`config.mk`:
```
export PLATFORM = sky130hd
export DESIGN_NAME = wb_unit_flat
export DESIGN_NICKNAME = d
export VERILOG_FILES = /design/src/rtl/core_pkg.sv /design/src/rtl/wb_unit_if.sv /design/src/rtl/load_ext.sv /design/src/rtl/wb_unit.sv /design/src/flat_wrapper.sv
export SDC_FILE = /design/constraint.sdc
export NUM_CORES = 1
export LEC_CHECK = 0
export BUFFER_PORTS_ARGS = -buffer_cell sky130_fd_sc_hd__buf_2
export CELL_PAD_IN_SITES_DETAIL_PLACEMENT = 1
export CELL_PAD_IN_SITES_GLOBAL_PLACEMENT = 2
export CORE_AREA = 2 2 154 81
export CTS_BUF_LIST = sky130_fd_sc_hd__clkbuf_2
export CTS_CLUSTER_DIAMETER = 60
export CTS_CLUSTER_SIZE = 8
export DETAILED_ROUTE_END_ITERATION = 8
export DIE_AREA = 0 0 156 83
export GPL_ROUTABILITY_DRIVEN = 0
export GPL_TIMING_DRIVEN = 0
export PLACE_DENSITY_LB_ADDON = 0.05
export SLEW_MARGIN = 10
export SYNTH_ARGS = -nofsm -noshare
export SYNTH_HDL_FRONTEND = slang
export SYNTH_SLANG_ARGS = --single-unit
```
`constraint.sdc`:
```
create_clock -name clk -period 1.7 [get_ports clk]
set_clock_uncertainty 0.05 [all_clocks]
set_input_delay 0 -clock clk [delete_from_list [all_inputs] [get_ports clk]]
set_output_delay 0 -clock clk [all_outputs]
set_load 0.02 [all_outputs]
```
`src/rtl/core_pkg.sv`:
```
// core_pkg: load funct3 encodings and writeback FSM states shared by the core.
package core_pkg;
    localparam logic [2:0] F3_LB  = 3'b000;
    localparam logic [2:0] F3_LH  = 3'b001;
    localparam logic [2:0] F3_LW  = 3'b010;
    localparam logic [2:0] F3_LBU = 3'b100;
    localparam logic [2:0] F3_LHU = 3'b101;
    typedef enum logic {IDLE, WAIT_MEM} wb_state_t;
endpackage

```
`src/rtl/wb_unit_if.sv`:
```
// wb_unit_if: exe handoff, data-memory return and regfile write signals of the writeback stage.
interface wb_unit_if #(
    parameter int ADDR_WIDTH = 5,
    parameter int DATA_WIDTH = 32
) ();
    logic                  exe_valid;
    logic                  exe_ready;
    logic [ADDR_WIDTH-1:0] exe_rd_addr;
    logic                  exe_rd_wen;
    logic [DATA_WIDTH-1:0] exe_result;
    logic                  exe_is_load;
    logic [2:0]            exe_funct3;
    logic [1:0]            exe_addr_lo;
    logic                  mem_rvalid;
    logic [DATA_WIDTH-1:0] mem_rdata;
    logic [DATA_WIDTH-1:0] rd_data;
    logic [ADDR_WIDTH-1:0] rd_addr;
    logic                  rd_wen;
    logic                  pend_valid;
    logic [ADDR_WIDTH-1:0] pend_addr;
    logic                  load_err;
    modport slave (
        input  exe_valid, exe_rd_addr, exe_rd_wen, exe_result, exe_is_load, exe_funct3, exe_addr_lo,
        input  mem_rvalid, mem_rdata,
        output exe_ready, rd_data, rd_addr, rd_wen, pend_valid, pend_addr, load_err
    );
    modport master (
        output exe_valid, exe_rd_addr, exe_rd_wen, exe_result, exe_is_load, exe_funct3, exe_addr_lo,
        output mem_rvalid, mem_rdata,
        input  exe_ready, rd_data, rd_addr, rd_wen, pend_valid, pend_addr, load_err
    );
endinterface

```
`src/rtl/load_ext.sv`:
```
// load_ext: picks the addressed byte/half out of a loaded word and sign/zero-extends it.
module load_ext
    import core_pkg::*;
#(
    parameter int DATA_WIDTH = 32
) (
    input  logic [2:0]            funct3,
    input  logic [1:0]            addr_lo,
    input  logic [DATA_WIDTH-1:0] word,
    output logic [DATA_WIDTH-1:0] data,
    output logic                  illegal
);
    logic [7:0]  b;
    logic [15:0] h;
    always_comb begin
        b = word[{addr_lo, 3'b000} +: 8];
        h = addr_lo[1] ? word[31:16] : word[15:0];
        data = (funct3 == F3_LB)  ? {{(DATA_WIDTH-8){b[7]}}, b} :
               (funct3 == F3_LH)  ? {{(DATA_WIDTH-16){h[15]}}, h} :
               (funct3 == F3_LBU) ? {{(DATA_WIDTH-8){1'b0}}, b} :
               (funct3 == F3_LHU) ? {{(DATA_WIDTH-16){1'b0}}, h} : word;
        illegal = !(funct3 inside {F3_LB, F3_LH, F3_LW, F3_LBU, F3_LHU});
    end
endmodule

```
`src/rtl/wb_unit.sv`:
```
// wb_unit: writeback stage; retires ALU results, waits for and extends load data, drives the regfile write port.
// Optional retire counter output enabled by defining WB_RETIRE_CNT_EN.
module wb_unit
    import core_pkg::*;
#(
    parameter int ADDR_WIDTH = 5,
    parameter int DATA_WIDTH = 32
) (
    input logic clk,
    input logic rst,
    wb_unit_if.slave bus
`ifdef WB_RETIRE_CNT_EN
    ,
    output logic [63:0] retire_cnt
`endif
);
    wb_state_t             state, next;
    logic [ADDR_WIDTH-1:0] cap_rd;
    logic                  cap_wen;
    logic [2:0]            cap_f3;
    logic [1:0]            cap_lo;
    logic [DATA_WIDTH-1:0] ext;
    logic                  illegal;
    logic                  accept, done_alu, done_ld;

    assign bus.exe_ready  = state == IDLE;
    assign accept         = bus.exe_valid & bus.exe_ready;
    assign done_alu       = accept & ~bus.exe_is_load;
    assign done_ld        = (state == WAIT_MEM) & bus.mem_rvalid;
    assign bus.pend_valid = (state == WAIT_MEM) & cap_wen & (|cap_rd);
    assign bus.pend_addr  = cap_rd;

    load_ext #(.DATA_WIDTH(DATA_WIDTH)) u_ext (
        .funct3(cap_f3), .addr_lo(cap_lo), .word(bus.mem_rdata), .data(ext), .illegal(illegal)
    );

    always_comb begin
        next = state;
        next = (state == IDLE) ? ((accept & bus.exe_is_load) ? WAIT_MEM : IDLE)
                               : (bus.mem_rvalid ? IDLE : WAIT_MEM);
    end

    always_ff @(posedge clk or posedge rst)
        if (rst) state <= IDLE;
        else     state <= next;

    // Writes to x0 or with wen clear still update addr/data, only the enable is suppressed.
    always_ff @(posedge clk or posedge rst) begin
        if (rst) begin
            cap_rd       <= '0;
            cap_wen      <= 1'b0;
            cap_f3       <= '0;
            cap_lo       <= '0;
            bus.rd_data  <= '0;
            bus.rd_addr  <= '0;
            bus.rd_wen   <= 1'b0;
            bus.load_err <= 1'b0;
        end else begin
            bus.rd_wen   <= 1'b0;
            bus.load_err <= 1'b0;
            if (done_alu) begin
                bus.rd_addr <= bus.exe_rd_addr;
                bus.rd_data <= bus.exe_result;
                bus.rd_wen  <= bus.exe_rd_wen & (|bus.exe_rd_addr);
            end
            if (accept & bus.exe_is_load) begin
                cap_rd  <= bus.exe_rd_addr;
                cap_wen <= bus.exe_rd_wen;
                cap_f3  <= bus.exe_funct3;
                cap_lo  <= bus.exe_addr_lo;
            end
            if (done_ld) begin
                bus.rd_addr  <= cap_rd;
                bus.rd_data  <= ext;
                bus.rd_wen   <= cap_wen & (|cap_rd);
                bus.load_err <= illegal;
            end
        end
    end

`ifdef WB_RETIRE_CNT_EN
    always_ff @(posedge clk or posedge rst)
        if (rst) retire_cnt <= '0;
        else     retire_cnt <= retire_cnt + 64'(done_alu | done_ld);
`endif
endmodule

```
`src/flat_wrapper.sv`:
```
// flat-port wrapper written by rule: the top's interface ports become plain ports
module wb_unit_flat import core_pkg::*;
#(
    parameter int ADDR_WIDTH = 5,
    parameter int DATA_WIDTH = 32
)
  (clk, rst, bus_exe_valid, bus_exe_rd_addr, bus_exe_rd_wen, bus_exe_result, bus_exe_is_load, bus_exe_funct3, bus_exe_addr_lo, bus_mem_rvalid, bus_mem_rdata, bus_exe_ready, bus_rd_data, bus_rd_addr, bus_rd_wen, bus_pend_valid, bus_pend_addr, bus_load_err);
  wb_unit_if #(.ADDR_WIDTH(ADDR_WIDTH), .DATA_WIDTH(DATA_WIDTH)) bus_i ();
  input logic clk;
  input logic rst;
  input wire logic [$bits(bus_i.exe_valid)-1:0] bus_exe_valid;
  input wire logic [$bits(bus_i.exe_rd_addr)-1:0] bus_exe_rd_addr;
  input wire logic [$bits(bus_i.exe_rd_wen)-1:0] bus_exe_rd_wen;
  input wire logic [$bits(bus_i.exe_result)-1:0] bus_exe_result;
  input wire logic [$bits(bus_i.exe_is_load)-1:0] bus_exe_is_load;
  input wire logic [$bits(bus_i.exe_funct3)-1:0] bus_exe_funct3;
  input wire logic [$bits(bus_i.exe_addr_lo)-1:0] bus_exe_addr_lo;
  input wire logic [$bits(bus_i.mem_rvalid)-1:0] bus_mem_rvalid;
  input wire logic [$bits(bus_i.mem_rdata)-1:0] bus_mem_rdata;
  output wire logic [$bits(bus_i.exe_ready)-1:0] bus_exe_ready;
  output wire logic [$bits(bus_i.rd_data)-1:0] bus_rd_data;
  output wire logic [$bits(bus_i.rd_addr)-1:0] bus_rd_addr;
  output wire logic [$bits(bus_i.rd_wen)-1:0] bus_rd_wen;
  output wire logic [$bits(bus_i.pend_valid)-1:0] bus_pend_valid;
  output wire logic [$bits(bus_i.pend_addr)-1:0] bus_pend_addr;
  output wire logic [$bits(bus_i.load_err)-1:0] bus_load_err;
  assign bus_i.exe_valid = bus_exe_valid;
  assign bus_i.exe_rd_addr = bus_exe_rd_addr;
  assign bus_i.exe_rd_wen = bus_exe_rd_wen;
  assign bus_i.exe_result = bus_exe_result;
  assign bus_i.exe_is_load = bus_exe_is_load;
  assign bus_i.exe_funct3 = bus_exe_funct3;
  assign bus_i.exe_addr_lo = bus_exe_addr_lo;
  assign bus_i.mem_rvalid = bus_mem_rvalid;
  assign bus_i.mem_rdata = bus_mem_rdata;
  assign bus_exe_ready = bus_i.exe_ready;
  assign bus_rd_data = bus_i.rd_data;
  assign bus_rd_addr = bus_i.rd_addr;
  assign bus_rd_wen = bus_i.rd_wen;
  assign bus_pend_valid = bus_i.pend_valid;
  assign bus_pend_addr = bus_i.pend_addr;
  assign bus_load_err = bus_i.load_err;
  wb_unit #(.ADDR_WIDTH(ADDR_WIDTH), .DATA_WIDTH(DATA_WIDTH)) u_core (.clk(clk), .rst(rst), .bus(bus_i));
endmodule
```
==> summary.md <==
| Metric | Value |
|---|---|
| Yosys reg bits | 51 |
| Failing checks | negative setup slack |
| Final hold violation count | 0 |
| CTS Root Cell | clkbuf_2 |
| Switching share of power | 43.2% |
| Clock-pin slew on the worst setup and hold paths | 0.26 ns |
| Worst skew pair latency | 0.45 ns |
| Final WL | 13.6 mm |
| Crit path arrival time | 1.85 ns |
| Crit path capture type | output pin |
| Antenna Cells | 0 |
| Worst hold path depth | 3 |
| Crit share post-route | 112% |
| Crit path max-delay cell type | or4_4 |
| Share of layout cells above drive strength 1 | 40.8% |
| Cell-internal power | 2.64 mW |
| Initial antenna violation count | 0 |
| Critical Path Max Stage Delay | 0.56 ns |
| IO Count | 126 |
| Worst-path fanout max | 4 |
| Total Power | 4.65 mW |
| Synthesized Nets | 383 |
| Clock Power Share | 11.5% |
| EDFF count, synth | 0 |
| Initial Util | 25.6% |
| Outcome | finished, violations left |
| Final setup vio count | 5 |
| DRT iter0 DRCs | 186 |
| Die Area | 12900 µm² |
| Flop pwr share | 37.1% |
| Nets | 608 |
| HP Class | in2reg |
| Worst-case reg-to-reg path depth | 6 |
| Top_reg_cell synth | dfrtp_1 |
| DIE WIDTH | 156 µm |
| Port Buffers | 125 |
| Sequence of cells on the critical path | or4_4 -> o21ai_4 -> nor2_1 -> buf_2 |
| Core area | 11500 µm² |
| Drt first pass iters | 4 |
| Via count | 3309 |
| Max Cap Viol | 0 |
| Number of CTS-inserted buffers | 5 |
| Largest net degree at the start of global routing | 33 |
| Comb pwr share | 51.3% |
| WS Path Type | reg2out |
| Area share of the largest cell type after synthesis | 43.3% |
| Relative max-transition margin | 62.8% |
| Post-DP HPWL | 9.82 mm |
| Unrepaired setup endpoints after global routing | yes |
| Pwr/cell area | 942 nW/µm² |
| First-pass GRT wire length | 20.8 mm |
| Sequential share of the synthesized area | 43.3% |
| Syn_area_per_cell | 9.73 µm² |
| Layout area overhead | 67.7% |
| Synth Warn # | 0 |
| Die Span Y | 83 µm |
| Max Root-Sink Buffers | 2 |
| Worst setup SP type | flop |
| Cell Area, Synth | 2950 µm² |
| Layout filler cell count | 1355 |
| Vias in the first global route | 3493 |
| Lkg Pwr | 2.23 nW |
| Global route overflow | 0 |
| PnR worst setup slack | -0.205 ns |
| Clk sinks | 51 |
| DRC Markers | 0 |
| Hold WS | 0.220 ns |
| Routed len/inst | 20.0 µm |
| Maximum VDD drop | 344 µV |
| CTS tree | built |
| Post-Syn Instances | 303 |
| Fmax | 525 MHz |
| Fin crit period | 1.90 ns |
| Asr flop ratio synth | 100% |
| GRT Util Overall | 21.3% |
| Largest cells by area after synthesis | dfrtp_1 43%, mux2i_1 6.8%, a21oi_1 5.6% |
| Vias per std cell | 4.87 |
| Synth unique cells | 38 |
| Post-route ant nets | 0 |
| Sw power | 2.01 mW |
| # rows | 28 |
| Data required, critical path | 1.65 ns |
| Htree depth | 2 |
| Area leader, netlist | dfrtp_1 |
| Worst-margin pin slew | 0.557 ns |
| Fin. max-slew vios | 0 |
-- state kept, by name (all words and copies together), names as in the netlist --
signal	flops
u_core.bus.load_err	1
u_core.bus.pend_addr	5
u_core.bus.rd_addr	5
u_core.bus.rd_data	32
u_core.bus.rd_wen	1
u_core.cap_f3	3
u_core.cap_lo	2
u_core.cap_wen	1
u_core.state	1
-- through the flow --
step	setup slack, ns	std cells	area (µm²)	setup TNS (ns)	utilization (%)
after floorplan	0.108	303	2950	0	-
after global routing	-0.343	679	4940	-0.934	42.9
after detailed placement	-0.294	579	3780	-5.63	32.8
after global placement	-0.487	578	3760	-28.63	32.6
after CTS	-0.259	674	4810	-0.379	41.7
final	-0.205	679	4940	-0.284	42.9
-- layout by cell type, fill, tap and decap left out, types with 3 or more instances in the layout --
master and n:
buf_4 20, inv_1 5, o21ai_0 19, o21ai_1 10
buf_2 127, a22o_1 6, nand2_1 37, o31ai_1 6
nor3b_1 6, a21oi_1 26, clkbuf_4 3, a21oi_2 7
or3_1 7, a221oi_4 4, mux2_2 12, clkbuf_2 12
a221oi_2 3, nor2_1 3, o22ai_1 7, dfrtp_1 50
mux2i_1 19, dlygate4sd3_1 80, a2bb2oi_1 16, buf_6 7
-- area by class of cell --
class                      count  area [µm²]  share of cell area (%)
inverter                       6        22.5                   0.456
multi-input combinational    219        1660                    33.5
clock inverter                 1        5.00                   0.101
buffer                        25         205                    4.15
clock buffer                   7        35.0                   0.709
timing repair buffer         220        1550                    31.4
tap                          150         188                    3.80
sequential                    51        1280                    25.8
-- worst max-delay path: cells and delay by family (launching register included) --
family          cells  cell delay, ns
compound gates      1            0.17
buf+inv             1            0.15
simple gates        2            0.61
flops               1            0.47
-- synth_stat cells, types with 2 or more instances --
| master | instances |
|---|---|
| nor3b_1 | 6 |
| nor2b_1 | 4 |
| or3_1 | 7 |
| nor3_1 | 2 |
| nor2_1 | 5 |
| a2bb2oi_1 | 16 |
| buf_6 | 2 |
| a21o_1 | 2 |
| o31ai_1 | 6 |
| o21ai_1 | 7 |
| nand2_1 | 37 |
| dfrtp_1 | 51 |
| o21ai_0 | 25 |
| a21oi_1 | 33 |
| a22o_1 | 6 |
| inv_1 | 6 |
| nand4_1 | 2 |
| clkbuf_1 | 7 |
| mux2_2 | 12 |
| buf_2 | 16 |
| or4_1 | 2 |
| o211ai_1 | 2 |
| mux2i_1 | 20 |
| o22ai_1 | 7 |
| a221oi_2 | 7 |
-- final timing paths --
| check | start | endpoint | slack (ns) |
|---|---|---|---|
| max in group asynchronous | rst | u_core.cap_lo[0]$_DFFE_PP0P_ | 0.44 |
| max reg2reg | u_core.cap_lo[1]$_DFFE_PP0P_ | u_core.bus.rd_data[11]$_DFFE_PP0P_ | -0.04 |
| max | u_core.bus.pend_addr[1]$_DFFE_PP0P_ | bus_pend_valid | -0.20 |
| min reg2reg | u_core.bus.rd_data[9]$_DFFE_PP0P_ | u_core.bus.rd_data[9]$_DFFE_PP0P_ | 0.47 |
| min in group asynchronous | rst | u_core.bus.rd_data[22]$_DFFE_PP0P_ | 0.58 |
| min | bus_mem_rvalid | u_core.state$_DFF_PP0_ | 0.22 |
-- kinds of logic (layout without fill, tap and decap cells) --
kind of cell / after synthesis / count (layout) / synth area share, %
and+or+nand+nor: 69 / 69 / 11.5
buffers and inverters: 33 / 259 / 5.52
DFF: 51 / 51 / 43.3
AOI/OAI and AO/OA: 117 / 117 / 27.5
muxes: 33 / 33 / 12.1
-- power by group through the flow --
stage	clock [mW]	sequential (mW)	combinational, mW
6_report	0.536	1.73	2.39
5_1_grt	0.632	1.77	2.58
3_5_place_dp	0	1.75	1.99
2_1_floorplan	0	2.06	0.898
4_1_cts	0.573	1.73	2.29
3_3_place_gp	0	1.74	1.95
-- what timing repair did --
action                                 4_1_cts  5_1_grt
pin swaps                                    5        5
setup endpoints to repair                   35       34
endpoints found under the hold margin      102        0
setup buffers                                9        5
resized for setup                           31       38
hold buffers                                80        0
-- routing by layer --
metal / vias to the layer above / routed length (µm) / GRT usage (%)
met2: 88 / 5690 / 31.3
li1: 1577 / - / -
met5: - / 0 / 0
met1: 1636 / 7240 / 32.8
met3: 8 / 580 / 3.81
met4: 0 / 85 / 3.25
(Power assumes the default switching activity.)
